## config.mk

```make
export PLATFORM = sky130hd
export DESIGN_NAME = ram_reader
export DESIGN_NICKNAME = d
export VERILOG_FILES = /design/src/rtl/ram_reader_pkg.sv /design/src/rtl/ram_reader_cursor.sv /design/src/rtl/ram_reader.sv
export SDC_FILE = /design/constraint.sdc
export NUM_CORES = 1
export LEC_CHECK = 0
export ABC_AREA = 1
export CAP_MARGIN = 20
export CELL_PAD_IN_SITES_DETAIL_PLACEMENT = 1
export CELL_PAD_IN_SITES_GLOBAL_PLACEMENT = 2
export CORE_UTILIZATION = 24
export DETAILED_ROUTE_END_ITERATION = 12
export PLACE_DENSITY = 0.93
export SYNTH_ARGS = -nofsm -noshare
export SYNTH_HDL_FRONTEND = slang
export SYNTH_SLANG_ARGS = --single-unit
```

## constraint.sdc

```tcl
create_clock -name clk_i -period 5.25 [get_ports clk_i]
set_clock_uncertainty 0.2 [all_clocks]
set_input_delay 1.575 -clock clk_i [delete_from_list [all_inputs] [get_ports clk_i]]
set_output_delay 1.575 -clock clk_i [all_outputs]
set_load 0.01 [all_outputs]
```

## src/rtl/ram_reader_pkg.sv

```systemverilog
// Shared memory-unit definitions: default RAM8 geometry and the reader state encoding.
package ram_reader_pkg;

  localparam int unsigned RR_ADDR_WIDTH = 3;
  localparam int unsigned RR_DATA_WIDTH = 16;

  typedef enum logic [1:0] {
    ST_IDLE    = 2'd0,
    ST_FETCH   = 2'd1,
    ST_PRESENT = 2'd2,
    ST_FINISH  = 2'd3
  } state_e;

endpackage

```

## src/rtl/ram_reader_cursor.sv

```systemverilog
// Read cursor: current memory address plus count of words still to fetch.
// The address wraps modulo 2^ADDR_WIDTH; a requested count above the memory
// size is clamped so a burst never revisits a word.
module ram_reader_cursor
  import ram_reader_pkg::*;
#(
  parameter int unsigned ADDR_WIDTH = RR_ADDR_WIDTH
) (
  input  logic                  clk_i,
  input  logic                  rst_i,
  input  logic                  load_i,
  input  logic                  advance_i,
  input  logic [ADDR_WIDTH-1:0] base_i,
  input  logic [ADDR_WIDTH:0]   count_i,
  output logic [ADDR_WIDTH-1:0] addr_o,
  output logic                  last_o
);

  localparam logic [ADDR_WIDTH:0]   FULL_COUNT = {1'b1, {ADDR_WIDTH{1'b0}}};
  localparam logic [ADDR_WIDTH-1:0] ADDR_STEP  = ADDR_WIDTH'(1);
  localparam logic [ADDR_WIDTH:0]   REM_STEP   = (ADDR_WIDTH + 1)'(1);

  logic [ADDR_WIDTH-1:0] addr_q, addr_d;
  logic [ADDR_WIDTH:0]   remaining_q, remaining_d;
  logic [ADDR_WIDTH:0]   count_sat;

  // Clamp the requested length to the memory size.
  always_comb begin
    count_sat = count_i;
    if (count_i > FULL_COUNT) begin
      count_sat = FULL_COUNT;
    end
  end

  // Load takes priority over advance; otherwise hold.
  always_comb begin
    addr_d      = addr_q;
    remaining_d = remaining_q;
    if (load_i) begin
      addr_d      = base_i;
      remaining_d = count_sat;
    end else if (advance_i) begin
      addr_d      = addr_q + ADDR_STEP;
      remaining_d = remaining_q - REM_STEP;
    end
  end

  // Cursor registers.
  always_ff @(posedge clk_i or posedge rst_i) begin
    if (rst_i) begin
      addr_q      <= '0;
      remaining_q <= '0;
    end else begin
      addr_q      <= addr_d;
      remaining_q <= remaining_d;
    end
  end

  assign addr_o = addr_q;
  assign last_o = (remaining_q == '0);

endmodule

```

## src/rtl/ram_reader.sv

```systemverilog
// Sequential RAM reader: walks a wrapping address range of a RAM8-style memory
// and streams each word on a VALID/READY interface, pulsing DONE at the end.
// The memory read port is combinational, so the word at the cursor is captured
// into the output register in the same edge that advances the cursor.
module ram_reader
  import ram_reader_pkg::*;
#(
  parameter int unsigned ADDR_WIDTH = RR_ADDR_WIDTH,
  parameter int unsigned DATA_WIDTH = RR_DATA_WIDTH
) (
  input  logic                  clk_i,
  input  logic                  rst_i,
  input  logic                  start_i,
  input  logic [ADDR_WIDTH-1:0] base_i,
  input  logic [ADDR_WIDTH:0]   count_i,
  output logic [ADDR_WIDTH-1:0] mem_address_o,
  output logic                  mem_load_o,
  output logic [DATA_WIDTH-1:0] mem_in_o,
  input  logic [DATA_WIDTH-1:0] mem_out_i,
  output logic [DATA_WIDTH-1:0] data_o,
  output logic                  valid_o,
  input  logic                  ready_i,
  output logic                  busy_o,
  output logic                  done_o
);

  state_e                state_q, state_d;
  logic [DATA_WIDTH-1:0] data_q, data_d;
  logic                  valid_q, valid_d;
  logic                  cursor_load;
  logic                  cursor_advance;
  logic                  cursor_last;

  ram_reader_cursor #(
    .ADDR_WIDTH(ADDR_WIDTH)
  ) u_cursor (
    .clk_i    (clk_i),
    .rst_i    (rst_i),
    .load_i   (cursor_load),
    .advance_i(cursor_advance),
    .base_i   (base_i),
    .count_i  (count_i),
    .addr_o   (mem_address_o),
    .last_o   (cursor_last)
  );

  // Next-state, cursor control and output-register update.
  always_comb begin
    state_d        = state_q;
    data_d         = data_q;
    valid_d        = valid_q;
    cursor_load    = 1'b0;
    cursor_advance = 1'b0;
    case (state_q)
      ST_IDLE: begin
        if (start_i) begin
          if (count_i != '0) begin
            cursor_load = 1'b1;
            state_d     = ST_FETCH;
          end else begin
            state_d = ST_FINISH;
          end
        end
      end
      ST_FETCH: begin
        data_d         = mem_out_i;
        valid_d        = 1'b1;
        cursor_advance = 1'b1;
        state_d        = ST_PRESENT;
      end
      ST_PRESENT: begin
        // Without READY everything holds so DATA/VALID stay stable.
        if (ready_i) begin
          if (!cursor_last) begin
            data_d         = mem_out_i;
            cursor_advance = 1'b1;
          end else begin
            valid_d = 1'b0;
            state_d = ST_FINISH;
          end
        end
      end
      ST_FINISH: begin
        state_d = ST_IDLE;
      end
      default: begin
        state_d = ST_IDLE;
      end
    endcase
  end

  // State and output registers.
  always_ff @(posedge clk_i or posedge rst_i) begin
    if (rst_i) begin
      state_q <= ST_IDLE;
      data_q  <= '0;
      valid_q <= 1'b0;
    end else begin
      state_q <= state_d;
      data_q  <= data_d;
      valid_q <= valid_d;
    end
  end

  assign data_o     = data_q;
  assign valid_o    = valid_q;
  assign busy_o     = (state_q != ST_IDLE);
  assign done_o     = (state_q == ST_FINISH);
  assign mem_load_o = 1'b0;
  assign mem_in_o   = '0;

endmodule

```

# After elaboration in Yosys (flattened, before gate mapping)
# Index checks and enable logic that the tools add are counted.
[totals]
reg_bits = 26
inputBits = 27
wordCells = 46
[classes]
n_addsub = 2
magnitude_cmp = 1
n_eq_ne = 7
mux = 22
n_reduce_logical = 9
[ops]
columns = ["cell", "count"]
rows = [
  ["$mux W16", 2],
  ["$pmux W16 S2", 1],
  ["$mux W4", 3],
  ["$reduce_and A3 Y1", 3],
  ["$mux W2", 4],
  ["$ne A2 B2 Y1 const B", 4],
  ["$pmux W2 S4", 1],
  ["$mux W1", 7],
  ["$mux W3", 2],
  ["$reduce_bool A2 Y1", 3],
  ["$eq A2 B2 Y1 const B", 2],
  ["$gt A4 B4 Y1 const B", 1],
  ["$logic_not A4 Y1", 1],
  ["$pmux W1 S2", 2],
  ["$reduce_bool A4 Y1", 1],
  ["$sub A4 B1 Y4 const B", 1],
  ["$add A3 B1 Y3 const B", 1],
  ["$eq A2 B1 Y1 const B", 1],
  ["$logic_not A2 Y1", 1],
]

# Depth between registers and ports, before layout
[logic_depth]
depth_word = 6
depth_mapped = 10

# Hierarchy
# A second synthesis with hierarchy kept.
[unflattened]
cells_unflattened = 181
hier_area_um2 = 1559.0
[by_module_without_submodules]
columns = ["module", "n_inst", "cells_per_inst", "area_each_um2"]
rows = [
  ["ram_reader", 1, 131, 1157.4],
  ["ram_reader_cursor", 1, 50, 401.6],
]

# Worst setup path before layout
# OpenSTA, ideal clock, no wires.
[synth_timing]
path_kind = "input to register"
start = "input port count_i[3]"
end = "register u_cursor.addr_q[0] (netlist: u_cursor.addr_o[0])"
setup_ns = 0.065
arrival_time_ns = 2.265
path_slack_ns = 2.720
path_stages = 8
cell_sequence = "nor2_1 -> nand2_1 -> nand2_2 -> buf_4 -> nand2_1 -> nand2_1 -> nand2_1 -> nand2_1"
[synth_between]
elab_chain_len = 5
[synth_lines]
columns = ["item", "line", "source"]
rows = [
  ["start: declaration", "ram_reader.sv:15", "input logic [ADDR_WIDTH:0] count_i,"],
  ["$reduce_bool A4 Y1 (*)", "ram_reader.sv:57", "if (count_i != '0) begin"],
  ["$mux W1 (*)", "ram_reader.sv:57", ""],
  ["$mux W1 (*)", "ram_reader.sv:56", "if (start_i) begin"],
  ["$mux W1 (*)", "ram_reader.sv:54", "case (state_q)"],
  ["$mux W3 / $reduce_bool A2 Y1 (equally long branches)", "--", ""],
  ["end signal: assignment", "ram_reader_cursor.sv:54", "addr_q <= addr_d;"],
  ["end: declaration", "ram_reader_cursor.sv:23", "logic [ADDR_WIDTH-1:0] addr_q, addr_d;"],
]
# Mark *: on every way between the ends. The rest lies on a longest branch, timed or not.
# A chain may end at the register's enable or synchronous reset.

# Worst setup path after layout
[layout_timing]
start = "register state_q[1]"
end = "output port busy_o"
[layout_between]
elab_chain_len = 1
[layout_lines]
columns = ["item", "line", "source"]
rows = [
  ["start: declaration", "ram_reader.sv:27", "state_e state_q, state_d;"],
  ["start signal: assignment", "ram_reader.sv:99", "state_q <= state_d;"],
  ["$reduce_bool A2 Y1", "ram_reader.sv:107", "assign busy_o = (state_q != ST_IDLE);"],
  ["end: declaration", "ram_reader.sv:23", "output logic busy_o,"],
]
# Every way passes these cells.

==> impl_metrics.tcl <==
set metrics [dict create \
    ios 66 \
    syn_to_final_growth_pct 36.2 \
    cpMostUsedCell "inv_1" \
    vias_per_cell 4.20 \
    antenna_left 0 \
    cp_top_family "buffers and inverters" \
    nets 278 \
    grt_overflow_total 0 \
    tns_ns 0 \
    vias 1336 \
    antenna_found_initial 0 \
    netlist_area_sq_um 1530 \
    placeableCoreArea_sq_um 6030 \
    grt_pass1_wl_um 6300 \
    cts_tree "built" \
    setup_viol 0 \
    final_common_cell "nand2_1" \
    fin_crit_sh 0.643 \
    portBuffers 48 \
    crit_buf_inv 3 \
    cts_resized 0 \
    die_area_sq_um 6710 \
    rows 28 \
    worstHoldPathType "reg2reg" \
    maxCapViolations 0 \
    final_cell_mix "nand2_1, clkdlybuf4s50_1, nand3_1" \
    ir_worst_vdd_uv 206 \
    initial_utilization 0.255 \
    antenna_cells 0 \
    crit_path_top_delay_cell "clkdlybuf4s50_1" \
    die_w_um 81.9 \
    critPathRequiredTime_ns 3.48 \
    post_cts_buffers 0 \
    min_period_ns 3.38 \
    ys_types 16 \
    die_h_um 81.9 \
    power_density_nw_per_um2 584 \
    cts-root-buf "clkbuf_8" \
    wl_per_cell_um 11.8 \
    wirelength_um 3770 \
    worstPathCellList "inv_1, ha_1, inv_1, clkdlybuf4s50_1" \
    final-instance-count-excl-fill 318 \
    drt_first_pass_iters 4 \
    grt_max_degree 27 \
    max_freq_mhz 296 \
    ys_seq_area_frac 0.424 \
    synth-seq-cells 26 \
    setup.worst_path.end_class "output pin" \
    place_area_sq_um 2010 \
    slowest_delay_ns 0.53 \
    cts_hold_buffers 0 \
    clk_pin_slew_worst_paths_ns 0.09 \
    numCtsBuffers 3 \
    yosys_warnings 0 \
    rsz0062_at_grt "false" \
    drv_slew 0 \
    critPathMaxFanout 4 \
    syn_area_per_cell_sq_um 7.87 \
    drt_iter0_drc 45 \
    dp.final_hpwl_um 2880 \
    syn_inst 195 \
    arrival_ns 1.60 \
    clkLatencyLatePin_ns 0.27 \
    final_layout_size_suffix_gt1_frac 0.0576 \
    finalInstanceArea_sq_um 2090 \
    clock-sinks 26 \
    crit_type "reg2out" \
    power.leakage_nw 1.07 \
    grt.total_usage 0.122 \
    grt_pass1_vias 1369 \
    hold_viol_final 0 \
    dp.cells 313 \
    drc 0 \
    cts_max_level 1 \
    cts_max_path_buffers 2 \
    status "complete, no violations" \
    gp_congestion 0.727 \
    start_kind "flop" \
]
-- registers in the layout, indices dropped and copies added (netlist names) --
register,count
data_o,16
state_q,2
u_cursor.addr_o,3
u_cursor.remaining_q,4
valid_o,1
-- cell usage after synthesis, drive strengths merged --
cell type	n	area share
ha	7	0.057
clkinv	1	0.0024
nor2	8	0.021
o21ai	6	0.020
dfrtp	26	0.42
conb	1	0.0024
nand3	30	0.098
inv	14	0.034
xor2	1	0.0057
nand2	79	0.23
buf	21	0.11
nand4	1	0.0041
-- through the flow --
step / hold slack, ns / setup WS (ns) / power, mW / util
2_1_floorplan: 0.276 / 2.72 / 0.844 / -
3_3_place_gp: 0.253 / 2.10 / 1.09 / 0.333
3_5_place_dp: 0.262 / 2.06 / 1.11 / 0.333
4_1_cts: 0.285 / 1.84 / 1.25 / 0.342
5_1_grt: 0.305 / 1.75 / 1.36 / 0.347
6_report: 0.277 / 1.87 / 1.22 / 0.347
-- per-layer routing --
metal | global-route usage | wire [um] | vias up | share of wire
li1 | - | - | 674 | -
met1 | 0.144 | 1630 | 619 | 0.43
met2 | 0.227 | 1900 | 41 | 0.50
met3 | 0.0200 | 214 | 2 | 0.057
met4 | 0.0263 | 21 | 0 | 0.0056
met5 | 0 | 0 | - | 0
-- power breakdown --
group	internal [mW]	leakage, nW	switching [mW]	total [mW]
Sequential	0.303	0.318	0.0666	0.370
Combinational	0.314	0.720	0.407	0.721
Clock	0.0670	0.0288	0.0624	0.129
Total	0.684	1.07	0.536	1.22
-- cell type report --
class                   instances  area (sq um)
clock buffers                   4          55.1
fillers                       736          3940
inverters                      15          56.3
multi-input cells             149           726
flip-flops and latches         26           651
well taps                      75          93.8
repair buffers                 49           508
-- final timing paths --
path	startpoint	endpoint	slack, ns	cells after the start
max in group asynchronous	rst_i	data_o[15]	3.11	3
min in group asynchronous	rst_i	data_o[4]	1.34	2
setup / recovery	state_q[1]	busy_o	1.87	4
hold / removal	data_o[1]	data_o[1]	0.28	2
hold reg to reg	data_o[1]	data_o[1]	0.28	2
setup reg to reg	state_q[0]	data_o[12]	3.31	9
-- cell families (layout without fill, tap and decap cells) --
logic type	Yosys count	after routing	share of synthesized area
xor+xnor	1	1	0.00571
fa+ha+maj	7	7	0.0571
simple gates	118	118	0.349
other cells	1	17	0.00244
flops	26	26	0.424
compound gates	6	6	0.0196
buf+inv	36	68	0.142
-- worst min-delay path, cell delays in order (launching register included) --
cell,delay (ns)
dfrtp_1,0.35
nand2_1,0.05
nand2_1,0.05
Power figures use the tool's default switching activity.
